### src/rtl/rf_write_arbiter.sv
// ----------------------------------------------------------------------------
// rf_write_arbiter: round-robin arbiter of the register file write port
// (LSU vs compute) that drops writes to read-only registers and flags them.
// Optional macro RF_ARB_PERF_CNT_EN builds the grant/conflict counters.
// Revision: 1.0
// ----------------------------------------------------------------------------
`default_nettype none

module rf_write_arbiter #(
  parameter int DATA_WIDTH = 16,
  parameter int NUM_LANES  = 8,
  parameter int RO_BASE    = 13
) (
  input  logic                            clk,
  input  logic                            reset_n,
  input  logic                            wb_stall,
  input  logic                            lsu_valid,
  output logic                            lsu_ready,
  input  logic [3:0]                      lsu_addr,
  input  logic [1:0]                      lsu_warp,
  input  logic [DATA_WIDTH*NUM_LANES-1:0] lsu_data,
  input  logic                            cmp_valid,
  output logic                            cmp_ready,
  input  logic [3:0]                      cmp_addr,
  input  logic [1:0]                      cmp_warp,
  input  logic [DATA_WIDTH*NUM_LANES-1:0] cmp_data,
  output logic                            reg_write_en,
  output logic [3:0]                      reg_write_addr,
  output logic [1:0]                      warp_num_write,
  output logic [DATA_WIDTH*NUM_LANES-1:0] reg_write_data,
  output logic                            ro_violation,
  output logic                            ro_src,
  output logic [15:0]                     perf_lsu_cnt,
  output logic [15:0]                     perf_cmp_cnt,
  output logic [15:0]                     perf_conflict_cnt
);

  localparam logic [3:0] c_RO_BASE = 4'(RO_BASE);
  localparam logic       c_LSU     = 1'b0;
  localparam logic       c_CMP     = 1'b1;

  logic                            last_grant_q;
  logic                            en_q;
  logic [3:0]                      addr_q;
  logic [1:0]                      warp_q;
  logic [DATA_WIDTH*NUM_LANES-1:0] data_q;
  logic                            ro_violation_q;
  logic                            ro_src_q;

  logic                            w_accept;
  logic                            w_winner;
  logic [3:0]                      w_win_addr;
  logic [1:0]                      w_win_warp;
  logic [DATA_WIDTH*NUM_LANES-1:0] w_win_data;
  logic                            w_win_ro;

  // On a conflict the grant goes to whoever did not win last time.
  always_comb begin
    lsu_ready = 1'b0;
    cmp_ready = 1'b0;
    if (!wb_stall) begin
      if (lsu_valid && cmp_valid) begin
        lsu_ready = (last_grant_q == c_CMP);
        cmp_ready = (last_grant_q == c_LSU);
      end else begin
        lsu_ready = lsu_valid;
        cmp_ready = cmp_valid;
      end
    end
  end

  assign w_accept   = (lsu_valid & lsu_ready) | (cmp_valid & cmp_ready);
  assign w_winner   = cmp_ready ? c_CMP : c_LSU;
  assign w_win_addr = cmp_ready ? cmp_addr : lsu_addr;
  assign w_win_warp = cmp_ready ? cmp_warp : lsu_warp;
  assign w_win_data = cmp_ready ? cmp_data : lsu_data;
  assign w_win_ro   = (w_win_addr >= c_RO_BASE);

  always_ff @(posedge clk or negedge reset_n) begin
    if (!reset_n) begin
      last_grant_q   <= c_CMP;
      en_q           <= 1'b0;
      addr_q         <= '0;
      warp_q         <= '0;
      data_q         <= '0;
      ro_violation_q <= 1'b0;
      ro_src_q       <= 1'b0;
    end else begin
      en_q <= 1'b0;
      if (w_accept) begin
        last_grant_q <= w_winner;
        if (!w_win_ro) begin
          en_q   <= 1'b1;
          addr_q <= w_win_addr;
          warp_q <= w_win_warp;
          data_q <= w_win_data;
        end else begin
          ro_violation_q <= 1'b1;
          // Only the first offender is recorded.
          if (!ro_violation_q) ro_src_q <= w_winner;
        end
      end
    end
  end

  assign reg_write_en   = en_q;
  assign reg_write_addr = addr_q;
  assign warp_num_write = warp_q;
  assign reg_write_data = data_q;
  assign ro_violation   = ro_violation_q;
  assign ro_src         = ro_src_q;

`ifdef RF_ARB_PERF_CNT_EN
  logic [15:0] perf_lsu_q;
  logic [15:0] perf_cmp_q;
  logic [15:0] perf_conf_q;

  always_ff @(posedge clk or negedge reset_n) begin
    if (!reset_n) begin
      perf_lsu_q  <= '0;
      perf_cmp_q  <= '0;
      perf_conf_q <= '0;
    end else begin
      if (lsu_valid && lsu_ready && (perf_lsu_q != 16'hFFFF))
        perf_lsu_q <= perf_lsu_q + 16'd1;
      if (cmp_valid && cmp_ready && (perf_cmp_q != 16'hFFFF))
        perf_cmp_q <= perf_cmp_q + 16'd1;
      if (lsu_valid && cmp_valid && !wb_stall && (perf_conf_q != 16'hFFFF))
        perf_conf_q <= perf_conf_q + 16'd1;
    end
  end

  assign perf_lsu_cnt      = perf_lsu_q;
  assign perf_cmp_cnt      = perf_cmp_q;
  assign perf_conflict_cnt = perf_conf_q;
`else
  assign perf_lsu_cnt      = '0;
  assign perf_cmp_cnt      = '0;
  assign perf_conflict_cnt = '0;
`endif

endmodule

`default_nettype wire

### config.mk
export PLATFORM = sky130hd
export DESIGN_NAME = rf_write_arbiter
export DESIGN_NICKNAME = d
export VERILOG_FILES = /design/src/rtl/rf_write_arbiter.sv
export SDC_FILE = /design/constraint.sdc
export NUM_CORES = 1
export LEC_CHECK = 0
export BUFFER_PORTS_ARGS = -buffer_cell sky130_fd_sc_hd__buf_2
export CORE_AREA = 2 2 176 178
export CTS_BUF_LIST = sky130_fd_sc_hd__clkbuf_8 sky130_fd_sc_hd__clkbuf_16
export DETAILED_ROUTE_END_ITERATION = 7
export DIE_AREA = 0 0 178 180
export GPL_TIMING_DRIVEN = 0
export PLACE_DENSITY = 0.49
export SETUP_SLACK_MARGIN = 0.3
export SLEW_MARGIN = 20
export SYNTH_ARGS = -nofsm -noshare
export SYNTH_HDL_FRONTEND = slang
export SYNTH_SLANG_ARGS = --single-unit
### constraint.sdc
create_clock -name clk -period 2.19 [get_ports clk]
set_input_delay 0.219 -clock clk [delete_from_list [all_inputs] [get_ports clk]]
set_output_delay 0.219 -clock clk [all_outputs]
set_load 0.01 [all_outputs]
Word level (Yosys, flattened, before mapping). Index checks and enable logic that the tools add are counted.

Order comparisons: 1. Mux-type cells: 10. Bitwise gates (word level): 6. Reduce and logical (&&, ||, !) cells: 4.

Operators by type and width (number): $mux W128 (1); $mux W1 (7); $ge A4 B4 Y1 const B (1); $mux W4 (1); $reduce_and A2 Y1 (2); $not A1 Y1 (3); $reduce_and A3 Y1 (1); $and A1 B1 Y1 (2); $mux W2 (1); $logic_and A1 B1 Y1 (1); $or A1 B1 Y1 (1).

Flip-flop bits (word level): 138. Output and inout port bits: 187. Logic and storage cells: 28.

Logic depth before layout (Yosys ltp).
Word-level depth: 7. Depth in mapped cells: 6. Gate-level depth less buffers: 4.

Worst setup path after synthesis. No wires, ideal clock.

Path kind: register -> register. Start point: reg last_grant_q. End point: reg data_q[51] (netlist: reg_write_data[51]). Setup time: 0.125 ns. Data arrival time: 1.809 ns. Required time: 2.065 ns. Path slack: 0.256 ns. Stages on the path, launching flop included: 7. Path buffers: 2. Clock period less this slack: 1.934 ns. Cell sequence: dfstp_2 a21bo_2 nor2_2 buf_2 buf_2 mux2_2 mux2_2.

Word-level cells in the longest chain between the ends: 7.

RTL lines: start: declaration (line 42) `logic last_grant_q;`; start signal: assignment (line 81) `last_grant_q <= c_CMP;`; start signal: assignment (line 91) `last_grant_q <= w_winner;`; $not A1 Y1 (line 64) `cmp_ready = (last_grant_q == c_LSU);`; $mux W1 (line 62) `if (lsu_valid && cmp_valid) begin`; $mux W1 (line 61) `if (!wb_stall) begin`; $mux W4 (line 74) `assign w_win_addr = cmp_ready ? cmp_addr : lsu_addr;`; $ge A4 B4 Y1 (line 77) `assign w_win_ro = (w_win_addr >= c_RO_BASE);`; $not A1 Y1 (no source line); $reduce_and A2 Y1 (no source line); end signal: assignment (line 96) `data_q <= w_win_data;`; end: declaration (line 46) `logic [DATA_WIDTH*NUM_LANES-1:0] data_q;`.

Parallel ways exist; a longest one is shown, timed or not. A chain may end at the register's enable or synchronous reset.

Final worst setup path.
Start point: reg last_grant_q. End point: reg data_q[98] (netlist: reg_write_data[98]).

The elaborated chain is that of the path after synthesis.

==> results.yml <==
finish:
  area_growth_pct: 59.0
  drive_gt1_share_pct: 79.7
  fin_nets: 1276
  multi_input_area_um2: 3450
  n_fill_cell: 3007
  final_cell_mix: "408 x buf_2, 231 x mux2_2, 137 x dfrtp_1"
  ff_latch_area_um2: 3450
  final_common_cell: "buf_2"
  instances_no_fill: 1412
  diodes: 0
grt:
  track_usage_pct: 13.4
  grt_pass1_vias: 5920
  grt_first_pass_wirelength_um: 32700
  overflow: 0
  grt_max_degree: 71
  grt_antenna_before_repair: 0
timing:
  period_minus_slack_ps: 1940
  rsz0062_at_grt: "true"
  hold_viol: 0
  relSlewSlack_pct: 62.0
  fin_crit_sh_pct: 88.6
  slew_violations: 0
  tightest_slew_ps: 570
  skew_ps: 10.9
  setup_violations: 0
  fmax_mhz: 515
  whs_ps: 165
place:
  io_buffer_count: 410
  placedCellCount: 1356
  dp_hpwl_um: 17100
  gp_congestion: 0.744
logic_synthesis:
  synthTopCellsByArea: "dfrtp_1 48%, mux2_2 40%, buf_4 5.6%"
  synthFlopType: "dfrtp_1"
  synth_top_area_share_pct: 48.2
  synth_top_area_cell: "dfrtp_1"
  synthArstFlopShare_pct: 100
  avgSynthCellArea_um2: 14.2
  ys_ff_latch: 138
  syn_inst: 502
  synth.distinct_cells: 24
  synth_edf_count: 0
  syn_area_um2: 7120
  yosysWarningCount: 0
  yosysSeqAreaShare_pct: 48.5
cts:
  cts_made_buffers: 17
  root_buffer: "clkbuf_16"
  clkTransAtPathRegs_ps: 70
  clock-sinks: 138
  cts_tree: "done"
  clk_latency_ps: 410
  cts_htree_levels: 4
  cts_buffer_depth: 2
routing:
  vias: 5663
  drt_iter0_drc: 97
  vias_per_cell: 4.01
  post_drt_wl_per_cell_um: 16.1
  route.detailed.drc: 0
  wirelength_um: 22800
  drt_pass1_iterations: 4
  drtAntennaViolNets: 0
pwr:
  p_sw_mw: 2.52
  pwr-share-comb_pct: 28.3
  cellPowerDensity_nw_per_um2: 786
  static-leakage-power_nw: 5.54
  sw_frac_of_total_pct: 28.3
  p_total_mw: 8.90
  p_seq_share_pct: 36.9
  ir_drop_mv: 0.348
  clkPwrFrac_pct: 34.8
  p_int_mw: 6.38
setup_path:
  crit_path_max_fanout: 7
  crit_path_end_kind: "flip-flop"
  arrival_ps: 2240
  r2r_cells: 8
  required_ps: 2490
  crit_type: "reg -> reg"
  cp-start-kind: "flip-flop"
floorplanning:
  rows: 64
  ios: 460
  core-area_um2: 30200
  die_height_um: 180
  die_area_um2: 32000
  die_w_um: 178
  initial_utilization_pct: 23.6
outcome:
  status: "finished clean"
hold_path:
  hp-class: "in -> reg"
  hold_depth: 3
flow_run:
  drv_cap: 0
## stage by stage
step                TNS (ps)  area, um2  worst slack, ps  util (%)
CTS                        0      10800              199      35.9
global route               0      11300              209      37.5
floorplan                  0       7290              256         -
detailed placement    -57600       9880             -635      32.7
finish                     0      11300              249      37.5
global placement     -222200       9840            -1240      32.6
## cell type report
type	count	area share (%)
multi-input combinational	333	30.5
clock inverter	15	1.76
inverter	1	0.0332
sequential	138	30.5
timing repair buffer	435	21.9
buffer	77	7.20
clock buffer	17	3.76
tap	396	4.38
## power groups by stage
stage                     sequential [mW]  combinational (mW)  clock (mW)
final                                3.29                2.52        3.10
after global routing                 3.36                2.71        3.36
after CTS                            3.29                2.39        3.23
after detailed placement             3.33                2.28           0
after global placement               3.31                2.27           0
after floorplan                      3.57               0.938           0
## state kept, by name, summed over array words and instances (netlist names)
signal and count:
reg_write_data 128, reg_write_addr 4, ro_src 1, last_grant_q 1
ro_violation 1, warp_num_write 2, reg_write_en 1
## path summary, 6_finish.rpt
kind,start,to,slack (ps)
min reg2reg,reg_write_data[95],reg_write_data[95],500
max in group asynchronous,reset_n,last_grant_q,1050
min in group asynchronous,reset_n,reg_write_data[103],330
min,cmp_data[103],reg_write_data[103],160
max reg2reg,last_grant_q,reg_write_data[98],250
max,last_grant_q,reg_write_data[98],250
## worst max-delay path: stages (launching register included)
cell     delay, ps
dfstp_2        530
a21bo_4        150
nor2_4          40
buf_12         150
buf_16         150
buf_8          140
buf_6          110
mux2_4         290
mux2_4         260
## timing repair
item | in CTS | in global routing
setup buffers | 11 | 4
hold buffers | 1 | 0
setup endpoints to repair | 137 | 130
pin swaps | 3 | 3
endpoints found under the hold margin | 69 | 0
cloned | 1 | 7
gates resized for setup | 57 | 73
## cell usage after synthesis, types with 2 or more instances
cell	number
o22a_1	4
o211ai_1	2
nor2_1	2
buf_6	2
dfrtp_1	137
buf_2	15
buf_4	53
clkbuf_1	7
mux2_1	10
o21bai_1	2
mux2_2	254
o21ai_0	2
## layer usage
layer	global-route usage (%)	share of wire, %
met5	0	0
met4	3.44	1.2
met2	25.0	53
met1	14.8	38
met3	3.62	7.7
## cell families (layout without fill, tap and decap cells)
| group | count (synthesis) | count (layout) | share of synthesized area (%) |
|---|---|---|---|
| simple gates | 7 | 7 | 0.686 |
| other cells | 1 | 48 | 0.0527 |
| flops | 138 | 138 | 48.5 |
| mux | 264 | 264 | 41.8 |
| compound gates | 14 | 14 | 1.55 |
| buf+inv | 78 | 545 | 7.39 |
Power figures use the tool's default switching activity.
